<file path="src/rtl/axil_arb2_if.sv">
// rtl/axil_arb2_if.sv - AXI-lite signal bundle used for both requester ports and the RAM port
interface axil_arb2_if #(
  parameter int DW         = 32,
  parameter int AW         = 16,
  parameter int STRB_WIDTH = DW / 8
);
  logic [AW-1:0]         awaddr;
  logic [2:0]            awprot;
  logic                  awvalid;
  logic                  awready;
  logic [DW-1:0]         wdata;
  logic [STRB_WIDTH-1:0] wstrb;
  logic                  wvalid;
  logic                  wready;
  logic [1:0]            bresp;
  logic                  bvalid;
  logic                  bready;
  logic [AW-1:0]         araddr;
  logic [2:0]            arprot;
  logic                  arvalid;
  logic                  arready;
  logic [DW-1:0]         rdata;
  logic [1:0]            rresp;
  logic                  rvalid;
  logic                  rready;

  // Side that issues requests
  modport master (
    output awaddr, awprot, awvalid, wdata, wstrb, wvalid, bready,
    output araddr, arprot, arvalid, rready,
    input  awready, wready, bresp, bvalid, arready, rdata, rresp, rvalid
  );

  // Side that serves requests
  modport slave (
    input  awaddr, awprot, awvalid, wdata, wstrb, wvalid, bready,
    input  araddr, arprot, arvalid, rready,
    output awready, wready, bresp, bvalid, arready, rdata, rresp, rvalid
  );
endinterface

</file>
<file path="src/rtl/axil_arb2.sv">
// rtl/axil_arb2.sv - two-requester AXI-lite arbiter in front of one shared RAM port
module axil_arb2 #(
  parameter int DW         = 32,
  parameter int AW         = 16,
  parameter int STRB_WIDTH = DW / 8
) (
  input  logic        clk,
  input  logic        rst_n,
  axil_arb2_if.slave  s0_axil,
  axil_arb2_if.slave  s1_axil,
  axil_arb2_if.master m_axil
);

  typedef enum logic [1:0] {W_IDLE, W_FWD, W_RESP} w_state_t;
  typedef enum logic [1:0] {R_IDLE, R_FWD, R_RESP} r_state_t;

  logic [1:0] rst_sync;
  logic       run;

  // Two-stage release of the asynchronous reset; grants wait until it is through
  always_ff @(posedge clk or negedge rst_n) begin
    if (!rst_n) rst_sync <= 2'b00;
    else        rst_sync <= {rst_sync[0], 1'b1};
  end
  assign run = rst_sync[1];

  // ---------------- write path ----------------
  w_state_t              w_state;
  logic                  w_last, w_grant, w_win, w_req0, w_req1, w_sel_bready;
  logic [1:0]            s_awready_q, s_wready_q, s_bvalid_q;
  logic [1:0]            w_bresp_q;
  logic                  m_awvalid_q, m_wvalid_q;
  logic [AW-1:0]         m_awaddr_q;
  logic [2:0]            m_awprot_q;
  logic [DW-1:0]         m_wdata_q;
  logic [STRB_WIDTH-1:0] m_wstrb_q;

  assign w_req0       = s0_axil.awvalid && s0_axil.wvalid;
  assign w_req1       = s1_axil.awvalid && s1_axil.wvalid;
  assign w_win        = (w_req0 && w_req1) ? ~w_last : ~w_req0;
  assign w_sel_bready = w_grant ? s1_axil.bready : s0_axil.bready;
  // Accept the RAM response only in the cycle it is captured
  assign m_axil.bready = (w_state == W_RESP) && (s_bvalid_q == 2'b00) && m_axil.bvalid;

  // Write FSM: grant, forward AW/W independently, relay B to the granted port
  always_ff @(posedge clk or negedge rst_n) begin
    if (!rst_n) begin
      w_state     <= W_IDLE;
      w_last      <= 1'b1;
      w_grant     <= 1'b0;
      s_awready_q <= 2'b00;
      s_wready_q  <= 2'b00;
      s_bvalid_q  <= 2'b00;
      w_bresp_q   <= 2'b00;
      m_awvalid_q <= 1'b0;
      m_wvalid_q  <= 1'b0;
      m_awaddr_q  <= '0;
      m_awprot_q  <= '0;
      m_wdata_q   <= '0;
      m_wstrb_q   <= '0;
    end else begin
      s_awready_q <= 2'b00;
      s_wready_q  <= 2'b00;
      case (w_state)
        W_IDLE: begin
          if (run && (w_req0 || w_req1)) begin
            w_grant     <= w_win;
            s_awready_q <= {w_win, ~w_win};
            s_wready_q  <= {w_win, ~w_win};
            m_awaddr_q  <= w_win ? s1_axil.awaddr : s0_axil.awaddr;
            m_awprot_q  <= w_win ? s1_axil.awprot : s0_axil.awprot;
            m_wdata_q   <= w_win ? s1_axil.wdata  : s0_axil.wdata;
            m_wstrb_q   <= w_win ? s1_axil.wstrb  : s0_axil.wstrb;
            m_awvalid_q <= 1'b1;
            m_wvalid_q  <= 1'b1;
            w_state     <= W_FWD;
          end
        end
        W_FWD: begin
          if (m_axil.awready) m_awvalid_q <= 1'b0;
          if (m_axil.wready)  m_wvalid_q  <= 1'b0;
          if ((!m_awvalid_q || m_axil.awready) && (!m_wvalid_q || m_axil.wready))
            w_state <= W_RESP;
        end
        W_RESP: begin
          if (s_bvalid_q != 2'b00) begin
            if (w_sel_bready) begin
              s_bvalid_q <= 2'b00;
              w_last     <= w_grant;
              w_state    <= W_IDLE;
            end
          end else if (m_axil.bvalid) begin
            w_bresp_q  <= m_axil.bresp;
            s_bvalid_q <= {w_grant, ~w_grant};
          end
        end
        default: w_state <= W_IDLE;
      endcase
    end
  end

  // ---------------- read path ----------------
  r_state_t      r_state;
  logic          r_last, r_grant, r_win, r_sel_rready;
  logic [1:0]    s_arready_q, s_rvalid_q;
  logic [1:0]    r_rresp_q;
  logic [DW-1:0] r_rdata_q;
  logic          m_arvalid_q;
  logic [AW-1:0] m_araddr_q;
  logic [2:0]    m_arprot_q;

  assign r_win        = (s0_axil.arvalid && s1_axil.arvalid) ? ~r_last : ~s0_axil.arvalid;
  assign r_sel_rready = r_grant ? s1_axil.rready : s0_axil.rready;
  assign m_axil.rready = (r_state == R_RESP) && (s_rvalid_q == 2'b00) && m_axil.rvalid;

  // Read FSM: grant, forward AR, relay R to the granted port
  always_ff @(posedge clk or negedge rst_n) begin
    if (!rst_n) begin
      r_state     <= R_IDLE;
      r_last      <= 1'b1;
      r_grant     <= 1'b0;
      s_arready_q <= 2'b00;
      s_rvalid_q  <= 2'b00;
      r_rresp_q   <= 2'b00;
      r_rdata_q   <= '0;
      m_arvalid_q <= 1'b0;
      m_araddr_q  <= '0;
      m_arprot_q  <= '0;
    end else begin
      s_arready_q <= 2'b00;
      case (r_state)
        R_IDLE: begin
          if (run && (s0_axil.arvalid || s1_axil.arvalid)) begin
            r_grant     <= r_win;
            s_arready_q <= {r_win, ~r_win};
            m_araddr_q  <= r_win ? s1_axil.araddr : s0_axil.araddr;
            m_arprot_q  <= r_win ? s1_axil.arprot : s0_axil.arprot;
            m_arvalid_q <= 1'b1;
            r_state     <= R_FWD;
          end
        end
        R_FWD: begin
          if (m_axil.arready) begin
            m_arvalid_q <= 1'b0;
            r_state     <= R_RESP;
          end
        end
        R_RESP: begin
          if (s_rvalid_q != 2'b00) begin
            if (r_sel_rready) begin
              s_rvalid_q <= 2'b00;
              r_last     <= r_grant;
              r_state    <= R_IDLE;
            end
          end else if (m_axil.rvalid) begin
            r_rdata_q  <= m_axil.rdata;
            r_rresp_q  <= m_axil.rresp;
            s_rvalid_q <= {r_grant, ~r_grant};
          end
        end
        default: r_state <= R_IDLE;
      endcase
    end
  end

  assign m_axil.awaddr  = m_awaddr_q;
  assign m_axil.awprot  = m_awprot_q;
  assign m_axil.awvalid = m_awvalid_q;
  assign m_axil.wdata   = m_wdata_q;
  assign m_axil.wstrb   = m_wstrb_q;
  assign m_axil.wvalid  = m_wvalid_q;
  assign m_axil.araddr  = m_araddr_q;
  assign m_axil.arprot  = m_arprot_q;
  assign m_axil.arvalid = m_arvalid_q;

  assign s0_axil.awready = s_awready_q[0];
  assign s0_axil.wready  = s_wready_q[0];
  assign s0_axil.bvalid  = s_bvalid_q[0];
  assign s0_axil.bresp   = w_bresp_q;
  assign s0_axil.arready = s_arready_q[0];
  assign s0_axil.rvalid  = s_rvalid_q[0];
  assign s0_axil.rdata   = r_rdata_q;
  assign s0_axil.rresp   = r_rresp_q;

  assign s1_axil.awready = s_awready_q[1];
  assign s1_axil.wready  = s_wready_q[1];
  assign s1_axil.bvalid  = s_bvalid_q[1];
  assign s1_axil.bresp   = w_bresp_q;
  assign s1_axil.arready = s_arready_q[1];
  assign s1_axil.rvalid  = s_rvalid_q[1];
  assign s1_axil.rdata   = r_rdata_q;
  assign s1_axil.rresp   = r_rresp_q;

endmodule

</file>
<file path="src/flat_wrapper.sv">
// flat-port wrapper written by rule: the top's interface ports become plain ports
module axil_arb2_flat 
#(
  parameter int DW         = 32,
  parameter int AW         = 16,
  parameter int STRB_WIDTH = DW / 8
)
  (clk, rst_n, s0_axil_awaddr, s0_axil_awprot, s0_axil_awvalid, s0_axil_wdata, s0_axil_wstrb, s0_axil_wvalid, s0_axil_bready, s0_axil_araddr, s0_axil_arprot, s0_axil_arvalid, s0_axil_rready, s0_axil_awready, s0_axil_wready, s0_axil_bresp, s0_axil_bvalid, s0_axil_arready, s0_axil_rdata, s0_axil_rresp, s0_axil_rvalid, s1_axil_awaddr, s1_axil_awprot, s1_axil_awvalid, s1_axil_wdata, s1_axil_wstrb, s1_axil_wvalid, s1_axil_bready, s1_axil_araddr, s1_axil_arprot, s1_axil_arvalid, s1_axil_rready, s1_axil_awready, s1_axil_wready, s1_axil_bresp, s1_axil_bvalid, s1_axil_arready, s1_axil_rdata, s1_axil_rresp, s1_axil_rvalid, m_axil_awaddr, m_axil_awprot, m_axil_awvalid, m_axil_wdata, m_axil_wstrb, m_axil_wvalid, m_axil_bready, m_axil_araddr, m_axil_arprot, m_axil_arvalid, m_axil_rready, m_axil_awready, m_axil_wready, m_axil_bresp, m_axil_bvalid, m_axil_arready, m_axil_rdata, m_axil_rresp, m_axil_rvalid);
  axil_arb2_if #(.DW(DW), .AW(AW), .STRB_WIDTH(STRB_WIDTH)) s0_axil_i ();
  axil_arb2_if #(.DW(DW), .AW(AW), .STRB_WIDTH(STRB_WIDTH)) s1_axil_i ();
  axil_arb2_if #(.DW(DW), .AW(AW), .STRB_WIDTH(STRB_WIDTH)) m_axil_i ();
  input  logic clk;
  input  logic rst_n;
  input wire logic [$bits(s0_axil_i.awaddr)-1:0] s0_axil_awaddr;
  input wire logic [$bits(s0_axil_i.awprot)-1:0] s0_axil_awprot;
  input wire logic [$bits(s0_axil_i.awvalid)-1:0] s0_axil_awvalid;
  input wire logic [$bits(s0_axil_i.wdata)-1:0] s0_axil_wdata;
  input wire logic [$bits(s0_axil_i.wstrb)-1:0] s0_axil_wstrb;
  input wire logic [$bits(s0_axil_i.wvalid)-1:0] s0_axil_wvalid;
  input wire logic [$bits(s0_axil_i.bready)-1:0] s0_axil_bready;
  input wire logic [$bits(s0_axil_i.araddr)-1:0] s0_axil_araddr;
  input wire logic [$bits(s0_axil_i.arprot)-1:0] s0_axil_arprot;
  input wire logic [$bits(s0_axil_i.arvalid)-1:0] s0_axil_arvalid;
  input wire logic [$bits(s0_axil_i.rready)-1:0] s0_axil_rready;
  output wire logic [$bits(s0_axil_i.awready)-1:0] s0_axil_awready;
  output wire logic [$bits(s0_axil_i.wready)-1:0] s0_axil_wready;
  output wire logic [$bits(s0_axil_i.bresp)-1:0] s0_axil_bresp;
  output wire logic [$bits(s0_axil_i.bvalid)-1:0] s0_axil_bvalid;
  output wire logic [$bits(s0_axil_i.arready)-1:0] s0_axil_arready;
  output wire logic [$bits(s0_axil_i.rdata)-1:0] s0_axil_rdata;
  output wire logic [$bits(s0_axil_i.rresp)-1:0] s0_axil_rresp;
  output wire logic [$bits(s0_axil_i.rvalid)-1:0] s0_axil_rvalid;
  input wire logic [$bits(s1_axil_i.awaddr)-1:0] s1_axil_awaddr;
  input wire logic [$bits(s1_axil_i.awprot)-1:0] s1_axil_awprot;
  input wire logic [$bits(s1_axil_i.awvalid)-1:0] s1_axil_awvalid;
  input wire logic [$bits(s1_axil_i.wdata)-1:0] s1_axil_wdata;
  input wire logic [$bits(s1_axil_i.wstrb)-1:0] s1_axil_wstrb;
  input wire logic [$bits(s1_axil_i.wvalid)-1:0] s1_axil_wvalid;
  input wire logic [$bits(s1_axil_i.bready)-1:0] s1_axil_bready;
  input wire logic [$bits(s1_axil_i.araddr)-1:0] s1_axil_araddr;
  input wire logic [$bits(s1_axil_i.arprot)-1:0] s1_axil_arprot;
  input wire logic [$bits(s1_axil_i.arvalid)-1:0] s1_axil_arvalid;
  input wire logic [$bits(s1_axil_i.rready)-1:0] s1_axil_rready;
  output wire logic [$bits(s1_axil_i.awready)-1:0] s1_axil_awready;
  output wire logic [$bits(s1_axil_i.wready)-1:0] s1_axil_wready;
  output wire logic [$bits(s1_axil_i.bresp)-1:0] s1_axil_bresp;
  output wire logic [$bits(s1_axil_i.bvalid)-1:0] s1_axil_bvalid;
  output wire logic [$bits(s1_axil_i.arready)-1:0] s1_axil_arready;
  output wire logic [$bits(s1_axil_i.rdata)-1:0] s1_axil_rdata;
  output wire logic [$bits(s1_axil_i.rresp)-1:0] s1_axil_rresp;
  output wire logic [$bits(s1_axil_i.rvalid)-1:0] s1_axil_rvalid;
  output wire logic [$bits(m_axil_i.awaddr)-1:0] m_axil_awaddr;
  output wire logic [$bits(m_axil_i.awprot)-1:0] m_axil_awprot;
  output wire logic [$bits(m_axil_i.awvalid)-1:0] m_axil_awvalid;
  output wire logic [$bits(m_axil_i.wdata)-1:0] m_axil_wdata;
  output wire logic [$bits(m_axil_i.wstrb)-1:0] m_axil_wstrb;
  output wire logic [$bits(m_axil_i.wvalid)-1:0] m_axil_wvalid;
  output wire logic [$bits(m_axil_i.bready)-1:0] m_axil_bready;
  output wire logic [$bits(m_axil_i.araddr)-1:0] m_axil_araddr;
  output wire logic [$bits(m_axil_i.arprot)-1:0] m_axil_arprot;
  output wire logic [$bits(m_axil_i.arvalid)-1:0] m_axil_arvalid;
  output wire logic [$bits(m_axil_i.rready)-1:0] m_axil_rready;
  input wire logic [$bits(m_axil_i.awready)-1:0] m_axil_awready;
  input wire logic [$bits(m_axil_i.wready)-1:0] m_axil_wready;
  input wire logic [$bits(m_axil_i.bresp)-1:0] m_axil_bresp;
  input wire logic [$bits(m_axil_i.bvalid)-1:0] m_axil_bvalid;
  input wire logic [$bits(m_axil_i.arready)-1:0] m_axil_arready;
  input wire logic [$bits(m_axil_i.rdata)-1:0] m_axil_rdata;
  input wire logic [$bits(m_axil_i.rresp)-1:0] m_axil_rresp;
  input wire logic [$bits(m_axil_i.rvalid)-1:0] m_axil_rvalid;
  assign s0_axil_i.awaddr = s0_axil_awaddr;
  assign s0_axil_i.awprot = s0_axil_awprot;
  assign s0_axil_i.awvalid = s0_axil_awvalid;
  assign s0_axil_i.wdata = s0_axil_wdata;
  assign s0_axil_i.wstrb = s0_axil_wstrb;
  assign s0_axil_i.wvalid = s0_axil_wvalid;
  assign s0_axil_i.bready = s0_axil_bready;
  assign s0_axil_i.araddr = s0_axil_araddr;
  assign s0_axil_i.arprot = s0_axil_arprot;
  assign s0_axil_i.arvalid = s0_axil_arvalid;
  assign s0_axil_i.rready = s0_axil_rready;
  assign s0_axil_awready = s0_axil_i.awready;
  assign s0_axil_wready = s0_axil_i.wready;
  assign s0_axil_bresp = s0_axil_i.bresp;
  assign s0_axil_bvalid = s0_axil_i.bvalid;
  assign s0_axil_arready = s0_axil_i.arready;
  assign s0_axil_rdata = s0_axil_i.rdata;
  assign s0_axil_rresp = s0_axil_i.rresp;
  assign s0_axil_rvalid = s0_axil_i.rvalid;
  assign s1_axil_i.awaddr = s1_axil_awaddr;
  assign s1_axil_i.awprot = s1_axil_awprot;
  assign s1_axil_i.awvalid = s1_axil_awvalid;
  assign s1_axil_i.wdata = s1_axil_wdata;
  assign s1_axil_i.wstrb = s1_axil_wstrb;
  assign s1_axil_i.wvalid = s1_axil_wvalid;
  assign s1_axil_i.bready = s1_axil_bready;
  assign s1_axil_i.araddr = s1_axil_araddr;
  assign s1_axil_i.arprot = s1_axil_arprot;
  assign s1_axil_i.arvalid = s1_axil_arvalid;
  assign s1_axil_i.rready = s1_axil_rready;
  assign s1_axil_awready = s1_axil_i.awready;
  assign s1_axil_wready = s1_axil_i.wready;
  assign s1_axil_bresp = s1_axil_i.bresp;
  assign s1_axil_bvalid = s1_axil_i.bvalid;
  assign s1_axil_arready = s1_axil_i.arready;
  assign s1_axil_rdata = s1_axil_i.rdata;
  assign s1_axil_rresp = s1_axil_i.rresp;
  assign s1_axil_rvalid = s1_axil_i.rvalid;
  assign m_axil_awaddr = m_axil_i.awaddr;
  assign m_axil_awprot = m_axil_i.awprot;
  assign m_axil_awvalid = m_axil_i.awvalid;
  assign m_axil_wdata = m_axil_i.wdata;
  assign m_axil_wstrb = m_axil_i.wstrb;
  assign m_axil_wvalid = m_axil_i.wvalid;
  assign m_axil_bready = m_axil_i.bready;
  assign m_axil_araddr = m_axil_i.araddr;
  assign m_axil_arprot = m_axil_i.arprot;
  assign m_axil_arvalid = m_axil_i.arvalid;
  assign m_axil_rready = m_axil_i.rready;
  assign m_axil_i.awready = m_axil_awready;
  assign m_axil_i.wready = m_axil_wready;
  assign m_axil_i.bresp = m_axil_bresp;
  assign m_axil_i.bvalid = m_axil_bvalid;
  assign m_axil_i.arready = m_axil_arready;
  assign m_axil_i.rdata = m_axil_rdata;
  assign m_axil_i.rresp = m_axil_rresp;
  assign m_axil_i.rvalid = m_axil_rvalid;
  axil_arb2 #(.DW(DW), .AW(AW), .STRB_WIDTH(STRB_WIDTH)) u_core (.clk(clk), .rst_n(rst_n), .s0_axil(s0_axil_i), .s1_axil(s1_axil_i), .m_axil(m_axil_i));
endmodule
</file>
<file path="config.mk">
export PLATFORM = sky130hd
export DESIGN_NAME = axil_arb2_flat
export DESIGN_NICKNAME = d
export VERILOG_FILES = /design/src/rtl/axil_arb2_if.sv /design/src/rtl/axil_arb2.sv /design/src/flat_wrapper.sv
export SDC_FILE = /design/constraint.sdc
export NUM_CORES = 1
export LEC_CHECK = 0
export ABC_AREA = 1
export CELL_PAD_IN_SITES_DETAIL_PLACEMENT = 0
export CELL_PAD_IN_SITES_GLOBAL_PLACEMENT = 1
export CORE_MARGIN = 5
export CORE_UTILIZATION = 28
export CTS_CLUSTER_SIZE = 24
export DETAILED_ROUTE_END_ITERATION = 12
export GPL_ROUTABILITY_DRIVEN = 0
export PLACE_DENSITY = 0.85
export REMOVE_ABC_BUFFERS = 1
export SYNTH_ARGS = -nofsm -noshare
export SYNTH_HDL_FRONTEND = slang
export SYNTH_SLANG_ARGS = --single-unit
</file>
<file path="constraint.sdc">
create_clock -name clk -period 2.6 [get_ports clk]
set_input_delay 0.26 -clock clk [delete_from_list [all_inputs] [get_ports clk]]
set_output_delay 0.26 -clock clk [all_outputs]
set_load 0.1 [all_outputs]
</file>
==> results.tsv <==
metric	value	unit
outcome	finished clean	
regArea	3280	µm²
r2r_slack	0.94	ns
antenna_found_initial	0	
grt_setup_unrepaired	false	
die_y	162	µm
synthMuxAreaShare	0	
reg2reg_to	u_core.m_axil.wdata[25]$_DFFE_PN0P_	
critical_path_buf_inv_count	2	
multi_input_area	2530	µm²
grt_pass1_wl	34600	µm
clkSinkCount	131	
required	2.34	ns
synth.most_common_cell	nand2_1	
synth.area.top_cells	dfrtp_1 50%, nand2_1 30%, nand3_1 6.2%	
drt_wl_total	22400	µm
clk_pin_slew	0.06	ns
drt_first_pass_iters	4	
avgViaCountPerCell	4.30	
cpPeakStageDelay	0.43	ns
min_to	u_core.rst_sync[1]$_DFF_PN0_	
cts_tree	yes	
synth-simple-area-share	0.380	
async_flop_share	1.00	
synth_top_area_share	0.498	
core_area	22700	µm²
slew_viol_final	0	
end_kind	primary output	
top_level_ports	362	
relSlewSlack	0.497	
place_inst	1435	
instances_no_fill	1468	
yosys-top-cells-count	515 x nand2_1, 129 x dfrtp_1, 80 x nand3_1	
route.detailed.drc	0	
grt_util_all_layers	0.165	
hold_class	flip-flop to flip-flop	
crit_path_max_fanout	21	
nets	1371	
synth_top_family_by_area	simple AND/OR/NAND/NOR gates	
synth-seq-cells	131	
ys_warn_count	0	
gr-total-overflow	0	
hold_viol	0	
n_antenna_cell	0	
synthAdderAreaFrac	0	
worstHoldStart	u_core.rst_sync[0]$_DFF_PN0_	
skew	0.0116	ns
critical-path-top-delay-family	buffers and inverters	
netlist.top_cell.by_area	dfrtp_1	
yosys_most_used_dff	dfrtp_1	
syn_area	6480	µm²
wl_per_cell	15.2	µm
synthCells	860	
yosys.cell_types.count	24	
design.die.area	26300	µm²
synth_compound_area_frac	0.00811	
r2r_cells	7	
grt_pass1_vias	6167	
setup_tns	0	ns
fmax	516	MHz
cts_max_path_buffers	2	
fin_crit_sh	0.745	
postSynthAreaPerCell	7.53	µm²
cts_hold_buffers	1	
postCtsSetupRepairBufs	0	
root_buffer	clkbuf_16	
max_cap_viol_count	0	
insertion_delay	0.41	ns
synth_xor_area_frac	0	
drive_above_1_share	0.189	
num_vias	6313	
worstPathArrival	1.68	ns
cts-htree-levels	4	
grt_max_degree	75	
worst_pin_slew	0.755	ns
row_count	55	
die_w	162	µm
synth_edf_count	0	
finalSetupViolCount	0	
area_growth	57.4	%
crit_type	flip-flop to primary output	
fill_cells	2302	
yosysSeqAreaShare	0.507	
cts_buffers	17	
period_needed	1.94	ns
regToRegStartpoint	u_core.w_last$_DFFE_PN1P_	
drt_iter0_markers	335	
min_delay_path_depth	0	
port-buffer-count	361	
crit_path_start_kind	flip-flop	
crit_path_top_delay_cell	dfrtp_1	
post-dp-hpwl	16400	µm
crit_chain	nor2_4 -> nand3_1 -> inv_2 -> buf_12	
initial_core_util	0.285	
drtAntennaViolNets	0	
cts-resized-gates	0	
## cells by family after synthesis
family | count (synthesis)
other | 1
AND/OR/NAND/NOR | 615
AO/OA/AOI/OAI | 10
buffers and inverters | 103
flip-flops | 131
## layout by cell type, fill, tap and decap left out
cell,synthesis,routed
clkdlybuf4s50_1,0,199
conb_1,1,1
bufinv_16,0,1
nand3_2,1,1
dfrtp_1,129,129
inv_1,13,13
inv_8,0,5
and3_1,1,1
buf_12,0,4
nor2_4,2,2
inv_6,0,5
nor2_1,8,8
dfstp_2,2,2
nand2_1,515,514
o21ai_1,1,1
nand4_1,2,2
buf_4,45,171
nand2_2,2,3
a21oi_1,1,1
clkinvlp_4,0,4
nand4_4,0,1
o21ai_0,7,7
nand3_1,80,80
dlygate4sd3_1,0,1
nor2_2,2,2
buf_6,13,1
o31ai_1,1,1
nand3b_1,1,1
clkbuf_16,0,17
inv_2,5,5
## how the worst max path moves through the flow
stage	start	end	slack [ns]	depth (start not counted)
after floorplan	u_core.s_rvalid_q[1]$_DFFE_PN0P_	m_axil_rready	-0.27	3
after global placement	s1_axil_wvalid	u_core.m_axil.wdata[25]$_DFFE_PN0P_	0.76	7
after detailed placement	s0_axil_wvalid	u_core.m_axil.awprot[1]$_DFFE_PN0P_	0.77	9
after CTS	u_core.r_state[0]$_DFFE_PN0P_	m_axil_rready	0.63	4
after global routing	u_core.w_state[1]$_DFFE_PN0P_	m_axil_bready	0.53	5
final	u_core.r_state[0]$_DFFE_PN0P_	m_axil_rready	0.66	4
## stage by stage
| step | setup slack, ns | utilization | cell area, µm² | hold slack (ns) |
|---|---|---|---|---|
| 2_1_floorplan | -0.275 | - | 5860 | -0.0356 |
| 3_3_place_gp | 0.761 | 0.423 | 9600 | 0.333 |
| 3_5_place_dp | 0.768 | 0.423 | 9600 | 0.337 |
| 4_1_cts | 0.633 | 0.449 | 10200 | 0.347 |
| 5_1_grt | 0.528 | 0.449 | 10200 | 0.353 |
| 6_report | 0.663 | 0.449 | 10200 | 0.348 |
## flip-flops by register name, indices dropped and copies added, names as in the netlist, 2 cells and up
signal                flops
u_core.m_axil.araddr     16
u_core.s0_axil.rdata     32
u_core.m_axil.awprot      3
u_core.w_state            2
u_core.m_axil.wstrb       4
u_core.m_axil.awaddr     16
u_core.s_rvalid_q         2
u_core.r_state            2
u_core.s_bvalid_q         2
u_core.s_awready_q        2
u_core.s0_axil.bresp      2
u_core.s_arready_q        2
u_core.rst_sync           2
u_core.m_axil.wdata      32
u_core.m_axil.arprot      3
u_core.s0_axil.rresp      2
## layer usage
layer	track usage	share of wire
met1	0.211	0.42
met2	0.279	0.51
met3	0.0401	0.054
met4	0.0446	0.014
met5	0	0
## layout make-up
| type | count | area share |
|---|---|---|
| multi-input combinational | 626 | 0.248 |
| clock buffer | 17 | 0.0417 |
| timing repair buffer | 376 | 0.331 |
| tap | 285 | 0.0350 |
| sequential | 131 | 0.322 |
| clock inverter | 15 | 0.0157 |
| inverter | 18 | 0.00663 |
Power is left out: the tool's default activity adds up to more than one toggle a clock period on the data nets, which glitch-free logic cannot reach.
